==> config.mk <==
export PLATFORM = sky130hd
export DESIGN_NAME = ctrl_alu_wb_unit_flat
export DESIGN_NICKNAME = d
export VERILOG_FILES = /design/src/rtl/ctrl_alu_wb_unit_if.sv /design/src/rtl/ctrl_alu_wb_unit.sv /design/src/flat_wrapper.sv
export SDC_FILE = /design/constraint.sdc
export NUM_CORES = 1
export LEC_CHECK = 0
export ABC_AREA = 0
export CAP_MARGIN = 0
export CORE_MARGIN = 1.5
export CORE_UTILIZATION = 35
export CTS_CLUSTER_SIZE = 20
export DETAILED_ROUTE_END_ITERATION = 10
export PLACE_DENSITY = 0.81
export SLEW_MARGIN = 20
export SYNTH_ARGS = -nofsm -noshare
export SYNTH_HDL_FRONTEND = slang
export SYNTH_SLANG_ARGS = --single-unit
==> constraint.sdc <==
create_clock -name Clk -period 7.55 [get_ports Clk]
set_input_delay 1.51 -clock Clk [delete_from_list [all_inputs] [get_ports Clk]]
set_output_delay 1.51 -clock Clk [all_outputs]
set_load 0.01 [all_outputs]
==> src/rtl/ctrl_alu_wb_unit_if.sv <==
// ctrl_alu_wb_unit_if: decode, ALU and write-back signal bundle.
// Negative/Overflow exist only when ALU_FLAGS_EN is defined.
interface ctrl_alu_wb_unit_if #(parameter int WIDTH = 8);
   logic [2:0]       Opcode;
   logic [1:0]       Imm;
   logic [WIDTH-1:0] Data1;
   logic [WIDTH-1:0] Data2;
   logic [WIDTH-1:0] RAMResult;
   logic             PCWrite;
   logic             Regdst;
   logic             Jump;
   logic             Branch;
   logic             MemRead;
   logic             MemWrite;
   logic             MemtoReg;
   logic             RegWrite;
   logic [1:0]       ALUOp;
   logic [1:0]       ALUSrc;
   logic [WIDTH-1:0] ALUResult;
   logic             Zero;
   logic [WIDTH-1:0] WBData;
   logic             Halted;
`ifdef ALU_FLAGS_EN
   logic             Negative;
   logic             Overflow;
   modport master (output Opcode, Imm, Data1, Data2, RAMResult,
                   input PCWrite, Regdst, Jump, Branch, MemRead, MemWrite, MemtoReg, RegWrite,
                   ALUOp, ALUSrc, ALUResult, Zero, WBData, Halted, Negative, Overflow);
   modport slave (input Opcode, Imm, Data1, Data2, RAMResult,
                  output PCWrite, Regdst, Jump, Branch, MemRead, MemWrite, MemtoReg, RegWrite,
                  ALUOp, ALUSrc, ALUResult, Zero, WBData, Halted, Negative, Overflow);
`else
   modport master (output Opcode, Imm, Data1, Data2, RAMResult,
                   input PCWrite, Regdst, Jump, Branch, MemRead, MemWrite, MemtoReg, RegWrite,
                   ALUOp, ALUSrc, ALUResult, Zero, WBData, Halted);
   modport slave (input Opcode, Imm, Data1, Data2, RAMResult,
                  output PCWrite, Regdst, Jump, Branch, MemRead, MemWrite, MemtoReg, RegWrite,
                  ALUOp, ALUSrc, ALUResult, Zero, WBData, Halted);
`endif
endinterface

==> src/rtl/ctrl_alu_wb_unit.sv <==
// ctrl_alu_wb_unit: main decoder, ALU with operand select, write-back mux and sticky halt.
// Optional ALU_FLAGS_EN adds Negative/Overflow outputs.
module ctrl_alu_wb_unit #(parameter int WIDTH = 8) (
   input logic Clk,
   input logic Reset,
   ctrl_alu_wb_unit_if.slave bus
);
   logic             halted;
   logic             active;
   logic [11:0]      dec;
   logic [11:0]      strb;
   logic [1:0]       alu_op;
   logic [1:0]       alu_src;
   logic [WIDTH-1:0] b;
   logic [WIDTH-1:0] alu_result;
   // dec = {PCWrite, Regdst, Jump, Branch, MemRead, MemWrite, MemtoReg, RegWrite, ALUOp, ALUSrc}
   always_comb begin
      case (bus.Opcode)
         3'b000:  dec = 12'b1100_0001_0000;
         3'b001:  dec = 12'b1100_0001_0100;
         3'b010:  dec = 12'b1000_0001_0001;
         3'b011:  dec = 12'b1000_1011_0010;
         3'b100:  dec = 12'b1000_0100_0010;
         3'b101:  dec = 12'b1001_0000_0100;
         3'b110:  dec = 12'b1010_0000_0000;
         default: dec = '0;
      endcase
   end
   assign active  = !Reset && !halted;
   assign strb    = active ? dec : '0;
   assign alu_op  = strb[3:2];
   assign alu_src = strb[1:0];
   assign {bus.PCWrite, bus.Regdst, bus.Jump, bus.Branch, bus.MemRead, bus.MemWrite,
           bus.MemtoReg, bus.RegWrite, bus.ALUOp, bus.ALUSrc} = strb;
   always_comb begin
      case (alu_src)
         2'b00, 2'b11: b = bus.Data2;
         2'b01:        b = {{(WIDTH-2){bus.Imm[1]}}, bus.Imm};
         2'b10:        b = {{(WIDTH-2){1'b0}}, bus.Imm};
         default:      b = '0;
      endcase
   end
   always_comb begin
      case (alu_op)
         2'b00:   alu_result = bus.Data1 + b;
         2'b01:   alu_result = bus.Data1 - b;
         2'b10:   alu_result = bus.Data1 & b;
         2'b11:   alu_result = bus.Data1 | b;
         default: alu_result = '0;
      endcase
   end
   assign bus.ALUResult = alu_result;
   assign bus.Zero      = (alu_result == '0);
   assign bus.WBData    = strb[5] ? bus.RAMResult : alu_result;
   assign bus.Halted    = halted;
`ifdef ALU_FLAGS_EN
   assign bus.Negative = alu_result[WIDTH-1];
   assign bus.Overflow = (alu_op == 2'b00) ? (bus.Data1[WIDTH-1] == b[WIDTH-1]) && (alu_result[WIDTH-1] != bus.Data1[WIDTH-1])
                       : (alu_op == 2'b01) ? (bus.Data1[WIDTH-1] != b[WIDTH-1]) && (alu_result[WIDTH-1] != bus.Data1[WIDTH-1])
                       : 1'b0;
`endif
   always_ff @(posedge Clk) begin
      if (Reset) halted <= 1'b0;
      else if (bus.Opcode == 3'b111) halted <= 1'b1;
   end
endmodule

==> src/flat_wrapper.sv <==
// flat-port wrapper written by rule: the top's interface ports become plain ports
module ctrl_alu_wb_unit_flat 
#(parameter int WIDTH = 8)
  (Clk, Reset, bus_Opcode, bus_Imm, bus_Data1, bus_Data2, bus_RAMResult, bus_PCWrite, bus_Regdst, bus_Jump, bus_Branch, bus_MemRead, bus_MemWrite, bus_MemtoReg, bus_RegWrite, bus_ALUOp, bus_ALUSrc, bus_ALUResult, bus_Zero, bus_WBData, bus_Halted);
  ctrl_alu_wb_unit_if #(.WIDTH(WIDTH)) bus_i ();
  input logic Clk;
  input logic Reset;
  input wire logic [$bits(bus_i.Opcode)-1:0] bus_Opcode;
  input wire logic [$bits(bus_i.Imm)-1:0] bus_Imm;
  input wire logic [$bits(bus_i.Data1)-1:0] bus_Data1;
  input wire logic [$bits(bus_i.Data2)-1:0] bus_Data2;
  input wire logic [$bits(bus_i.RAMResult)-1:0] bus_RAMResult;
  output wire logic [$bits(bus_i.PCWrite)-1:0] bus_PCWrite;
  output wire logic [$bits(bus_i.Regdst)-1:0] bus_Regdst;
  output wire logic [$bits(bus_i.Jump)-1:0] bus_Jump;
  output wire logic [$bits(bus_i.Branch)-1:0] bus_Branch;
  output wire logic [$bits(bus_i.MemRead)-1:0] bus_MemRead;
  output wire logic [$bits(bus_i.MemWrite)-1:0] bus_MemWrite;
  output wire logic [$bits(bus_i.MemtoReg)-1:0] bus_MemtoReg;
  output wire logic [$bits(bus_i.RegWrite)-1:0] bus_RegWrite;
  output wire logic [$bits(bus_i.ALUOp)-1:0] bus_ALUOp;
  output wire logic [$bits(bus_i.ALUSrc)-1:0] bus_ALUSrc;
  output wire logic [$bits(bus_i.ALUResult)-1:0] bus_ALUResult;
  output wire logic [$bits(bus_i.Zero)-1:0] bus_Zero;
  output wire logic [$bits(bus_i.WBData)-1:0] bus_WBData;
  output wire logic [$bits(bus_i.Halted)-1:0] bus_Halted;
  assign bus_i.Opcode = bus_Opcode;
  assign bus_i.Imm = bus_Imm;
  assign bus_i.Data1 = bus_Data1;
  assign bus_i.Data2 = bus_Data2;
  assign bus_i.RAMResult = bus_RAMResult;
  assign bus_PCWrite = bus_i.PCWrite;
  assign bus_Regdst = bus_i.Regdst;
  assign bus_Jump = bus_i.Jump;
  assign bus_Branch = bus_i.Branch;
  assign bus_MemRead = bus_i.MemRead;
  assign bus_MemWrite = bus_i.MemWrite;
  assign bus_MemtoReg = bus_i.MemtoReg;
  assign bus_RegWrite = bus_i.RegWrite;
  assign bus_ALUOp = bus_i.ALUOp;
  assign bus_ALUSrc = bus_i.ALUSrc;
  assign bus_ALUResult = bus_i.ALUResult;
  assign bus_Zero = bus_i.Zero;
  assign bus_WBData = bus_i.WBData;
  assign bus_Halted = bus_i.Halted;
  ctrl_alu_wb_unit #(.WIDTH(WIDTH)) u_core (.Clk(Clk), .Reset(Reset), .bus(bus_i));
endmodule
[Word-level counts from Yosys, hierarchy flattened]
Cells that the tools add are included.
Storage, ports and cells
  output and inout port bits: 30
  logic and storage cells: 31
  flip-flop bits (word level): 1
  bits of input ports: 31
Operators by class
  bitwise gates (word level): 2
  add/subtract/negate cells: 2
  eq/ne operators: 13
  reductions and logical operators: 8
  multiplexer cells: 5
Operator list (number)
  $pmux 12 s7: 1
  $pmux 8 s4: 1
  $pmux 8 s3: 1
  $eq 3x3->1 const B: 4
  $mux 12: 1
  $add 8x8->8: 1
  $and 8x8->8: 1
  $eq 2x2->1 const B: 4
  $logic_not 8->1: 1
  $mux 8: 1
  $or 8x8->8: 1
  $sub 8x8->8: 1
  $eq 3x2->1 const B: 2
  $eq 2x1->1 const B: 2
  $logic_not 2->1: 2
  $eq 3x1->1 const B: 1
  $logic_not 3->1: 1
  $logic_not 1->1: 2
  $reduce_or 2->1: 1
  $logic_and 1x1->1: 1

[Logic depth before layout (Yosys ltp)]
  depth in word-level cells: 9
  depth in mapped cells: 21
  depth with buffers taken out: 20

[Least setup slack after synthesis]
OpenSTA, ideal clock, no wires.
  kind: input to output
  from: input port bus_Opcode[2]
  to: output port bus_WBData[7]
  buffers on the path: 3
  cell stages on the path: 19
  required time: 6.040 ns
  slack: 0.415 ns
  arrival time: 5.625 ns
  cells stage by stage: nor3_1 -> nand3_1 -> clkbuf_1 -> inv_1 -> nor2_1 -> ha_1 -> buf_4 -> buf_2 -> o31a_1 -> ha_1 -> a31oi_1 -> o22ai_1 -> a21oi_1 -> ha_1 -> a2111o_1 -> o22ai_1 -> xnor2_1 -> xnor2_1 -> mux2_2
Between the ends
  word-level cells in the longest chain between the ends: 9
  elaborated cells on any way between the ends: 25
  those cells by class: add/sub (2); eq/ne (12); mux (5); bitwise (2); reduce/logical (4)
RTL lines
  start: declaration: line flat_wrapper.sv:8  | input wire logic [$bits(bus_i.Opcode)-1:0] bus_Opcode;
  $eq 3x3->1 (tied with other cells): line ctrl_alu_wb_unit.sv:18  | case (bus.Opcode)
  $pmux 12 s7 *: line ctrl_alu_wb_unit.sv:18
  $mux 12 *: line ctrl_alu_wb_unit.sv:30  | assign strb = active ? dec : '0;
  $eq 2x2->1 or $logic_not 2->1 (tied branches): line ctrl_alu_wb_unit.sv:36  | case (alu_src)
  $reduce_or 2->1: line ctrl_alu_wb_unit.sv:36
  $pmux 8 s3: line ctrl_alu_wb_unit.sv:36
  $sub 8x8->8 (tied with other cells): line ctrl_alu_wb_unit.sv:46  | 2'b01: alu_result = bus.Data1 - b;
  $pmux 8 s4 *: line ctrl_alu_wb_unit.sv:44  | case (alu_op)
  named net bus_ALUResult[7]: line flat_wrapper.sv:23  | output wire logic [$bits(bus_i.ALUResult)-1:0] bus_ALUResult;
  $mux 8 *: line ctrl_alu_wb_unit.sv:54  | assign bus.WBData = strb[5] ? bus.RAMResult : alu_result;
  end: declaration: line flat_wrapper.sv:25  | output wire logic [$bits(bus_i.WBData)-1:0] bus_WBData;
Mark *: on every way through the listed nets, which the timed path passes. The rest lies on a longest branch.

[Worst setup path in the final report]
  from: input port Reset
  to: output port bus_WBData[7]
Between the ends
  word-level cells in the longest chain between the ends: 9
  elaborated cells on any way between the ends: 19
  those cells by class: add/sub (2); eq/ne (6); mux (4); bitwise (2); reduce/logical (5)
RTL lines
  start: declaration: line flat_wrapper.sv:7  | input logic Reset;
  $logic_not 1->1 *: line ctrl_alu_wb_unit.sv:29  | assign active = !Reset && !halted;
  $logic_and 1x1->1 *: line ctrl_alu_wb_unit.sv:29
  $mux 12 *: line ctrl_alu_wb_unit.sv:30
  $eq 2x2->1 or $logic_not 2->1 (tied branches): line ctrl_alu_wb_unit.sv:36
  $reduce_or 2->1: line ctrl_alu_wb_unit.sv:36
  $pmux 8 s3: line ctrl_alu_wb_unit.sv:36
  $sub 8x8->8 (tied with other cells): line ctrl_alu_wb_unit.sv:46
  $pmux 8 s4: line ctrl_alu_wb_unit.sv:44
  $mux 8 *: line ctrl_alu_wb_unit.sv:54
Every way passes the cells marked *; elsewhere a longest branch is shown, timed or not.

==> impl_table.tex <==
\begin{tabular}{lr}
\hline
Metric & Value \\
\hline
\multicolumn{2}{l}{\textbf{Logic synthesis}} \\
\quad Synthesized area & about 840 sq um \\
\quad Count of distinct cell types in the synthesized netlist & 43 \\
\quad Number of enable-type register cells in the synthesized netlist & 0 \\
\quad Post-synth net total & approximately 170 \\
\quad Proportion of synthesized area in mux cells & 0.0267 \\
\quad Simple-Gate Fraction of Synth Area & 0.265 \\
\quad Proportion of synthesized chip area in sequential cells & 0.0237 \\
\quad Dominant combinational cell family by area after synthesis & compound AO/OA/AOI/OAI gates \\
\quad XOR/XNOR Fraction of Synth Area & 0.124 \\
\quad Compound-cell area share of the yosys netlist & 0.298 \\
\quad Post-synthesis instance total & about 120 \\
\quad Fraction of registers with async set or reset after synthesis & 0 \\
\quad Synth Register Bits & 1 \\
\quad Syn Area/Cell & between 6 and 7 sq um \\
\quad Post-synthesis share of cell area spent on full adders, half adders and majority gates & 0.172 \\
\quad Number of warning messages in the yosys log & 0 \\
\quad Post-synth top flop & dfxtp\_1 \\
\multicolumn{2}{l}{\textbf{Worst hold path}} \\
\quad Worst Hold Path Cells & 2 \\
\quad Worst Hold End & u\_core.bus.Halted \\
\quad Min-delay worst type & reg2reg \\
\quad Hold Crit Start & u\_core.bus.Halted \\
\multicolumn{2}{l}{\textbf{Place}} \\
\quad Count of input and output buffers & 59 \\
\quad Area after detailed placement & roughly 1500 sq um \\
\quad Number of cells after detailed placement & 210 \\
\quad Dpl hpwl & around 2300 microns \\
\quad Routability congestion estimate from global placement & just over 0.8 \\
\multicolumn{2}{l}{\textbf{Setup path}} \\
\quad Largest fanout of any net on the critical path & 5 \\
\quad Required time at the endpoint of the critical path & between 6000 and 7000 ps \\
\quad Depth of the worst register-to-register path & 2 \\
\quad Critical path class & in2out \\
\quad Type of origin of the critical path & input port \\
\quad Slowest Stage Delay on Critical Path & $\sim$530 ps \\
\quad Slowest library cell on the worst path & clkdlybuf4s50\_1 \\
\quad Source of the worst register-to-register timing path & u\_core.bus.Halted \\
\quad Start point of the critical path & Reset \\
\quad Type of element capturing the critical path & primary output \\
\quad Capture point of the worst reg-to-reg path & u\_core.bus.Halted \\
\quad CP Data Arrival Time & around 5700 ps \\
\quad Register-to-register path setup slack & 6840 ps \\
\quad Series of cell instances along the critical path & dlymetal6s2s\_1, nor3\_2, nand3\_1, inv\_1, nor2\_1, ha\_1, o31a\_1, ha\_2, a31oi\_2, o22ai\_1, a21oi\_2, ha\_2, a2111o\_1, o22ai\_1, xnor2\_1, xnor2\_2, mux2\_2, clkdlybuf4s50\_1 \\
\multicolumn{2}{l}{\textbf{Floorplanning}} \\
\quad Area of the core & roughly 2300 sq um \\
\quad Die Ht & 52.1 microns \\
\quad Initial Utilization & 0.375 \\
\quad Boundary Pins & 61 \\
\quad Row count & 17 \\
\quad Die area & about 2700 sq um \\
\quad Overall die width & about 52 microns \\
\multicolumn{2}{l}{\textbf{Clocking}} \\
\quad Hold-fix buffer count after cts & 0 \\
\quad Latest clock arrival within the worst-skew pair & 0 ps \\
\quad Clock slew at reported path FFs & 0 ps \\
\multicolumn{2}{l}{\textbf{Layout}} \\
\quad Combined flip-flop and latch cell area & 20.0 sq um \\
\quad Commonest non-fill, non-tap cells in the layout & 54 x clkdlybuf4s50\_1, 18 x nand2\_1, 11 x inv\_1 \\
\quad Max FFs per register & 1 \\
\quad Synth-to-Final Area Change & 83.9\% \\
\quad Area of combinational cells with multiple inputs & 801 sq um \\
\quad Most common cell after layout, fill and taps aside & clkdlybuf4s50\_1 \\
\quad \# diodes & 0 \\
\quad Final standard cell utilization of the core & 0.689 \\
\quad Layout fillers & roughly 190 \\
\quad Layout Cells excl Fill & 213 \\
\quad NumNets Final & between 200 and 250 \\
\quad Layout Cell Area excl Fill & 1550 sq um \\
\quad Fraction of layout cells with a size suffix above 1 & 0.130 \\
\multicolumn{2}{l}{\textbf{Routing}} \\
\quad Routed wire per std cell & between 10 and 15 microns \\
\quad Total number of vias & approximately 1100 \\
\quad DR DRC count & 0 \\
\quad Via count normalized by instance count & around 5.3 \\
\quad Routed wire length & between 2000 and 3000 microns \\
\quad Antenna Violating Nets Remaining & 0 \\
\quad First DRT Iteration DRCs & 14 \\
\quad Number of detailed-route iterations in the first pass & 4 \\
\multicolumn{2}{l}{\textbf{STA}} \\
\quad Worst hold slack & approximately 630 ps \\
\quad Peak Freq & around 0.14 GHz \\
\quad Post-route clock skew & 0 ps \\
\quad Post-route minimum period & around 7200 ps \\
\quad Final hold violation count & 0 \\
\quad Final period util & 0.956 \\
\quad RSZ-0062 raised after global routing & false \\
\quad Count of endpoints failing setup in the final report & 0 \\
\quad Max Slew Vio Count & 0 \\
\multicolumn{2}{l}{\textbf{GRT}} \\
\quad Final global-route overflow total & 0 \\
\quad Antenna violations before repair & 0 \\
\quad Maximum number of pins on one net before global-route repair & 15 \\
\quad Wire length of the first global-routing pass & 4190 microns \\
\quad Number of global-route vias before repair & around 1000 \\
\quad Global-route usage over all layers & 0.194 \\
\multicolumn{2}{l}{\textbf{Status}} \\
\quad Run status & finished, final reports clean \\
\multicolumn{2}{l}{\textbf{Power}} \\
\quad Power density over the cells & $\sim$150 nW/um\^{}2 \\
\quad Worst supply voltage drop on vdd & 0.000114 V \\
\quad Static Leakage & around 0.71 nW \\
\quad Total Power & approximately 240 uW \\
\multicolumn{2}{l}{\textbf{Run}} \\
\quad Reported max-cap violation count & 0 \\
\hline
\end{tabular}
-- cells by family after synthesis --
group	Yosys count
buffers and inverters	16
DFF	1
adders and majority gates	11
and+or+nand+nor	44
other	1
AOI/OAI and AO/OA	37
muxes	2
xor gates and xnor gates	12
-- layout make-up --
type	instances	share of cell area
flip-flops and latches	1	0.0129
well taps	28	0.0226
inverters	11	0.0266
repair buffers	66	0.422
multi-input cells	107	0.516
-- metal layers --
layer | global-route usage | share of wire
met2 | 0.407 | 0.51
met4 | 0.0219 | 0.010
met3 | 0.0201 | 0.082
met1 | 0.206 | 0.39
met5 | 0 | 0
-- power by group --
group	switching [mW]	internal, mW
clock	0	0
combinational	0.101	0.131
sequential	0.000525	0.00568
total	0.101	0.137
-- repair_timing --
action                                  in CTS  in global routing
resized for setup                            4                 12
pin swaps                                    0                  5
endpoints found under the setup margin       3                  4
buffers inserted                             0                  3
-- synthesized netlist by cell type (all sizes together), types with 2 or more instances --
library cell	instances	area share
a21o	2	0.019
a21oi	13	0.086
a31oi	2	0.015
and3b	2	0.021
buf	4	0.033
ha	10	0.15
inv	11	0.049
mux2	2	0.027
nand2	18	0.080
nand2b	2	0.015
nand3b	2	0.018
nor2	10	0.044
nor3	2	0.018
o21a	2	0.018
o21ai	7	0.041
o22ai	2	0.015
o31a	2	0.021
xnor2	9	0.093
xor2	3	0.031
-- how the worst max path moves through the flow --
stage                     slack, ps             to
after floorplan                 420  bus_WBData[7]
after global placement         -110  bus_WBData[7]
after detailed placement       -130  bus_WBData[7]
after CTS                        20       bus_Zero
after global routing            150  bus_WBData[7]
final                           330  bus_WBData[7]
-- through the flow --
stage	TNS (ps)	setup WS, ps
5_1_grt	0	146
2_1_floorplan	0	415
6_report	0	331
3_3_place_gp	-107	-107
4_1_cts	0	21.9
3_5_place_dp	-165	-125
-- worst max-delay path: cells and delay by family --
| family | cells | cell delay (ps) |
|---|---|---|
| buffers and inverters | 3 | 820 |
| AND/OR/NAND/NOR | 3 | 420 |
| multiplexers | 1 | 200 |
| XOR/XNOR | 2 | 390 |
| adder cells (fa/ha/maj) | 3 | 900 |
| AO/OA/AOI/OAI | 6 | 1480 |
Note: power is estimated with default switching activity, not from simulation.
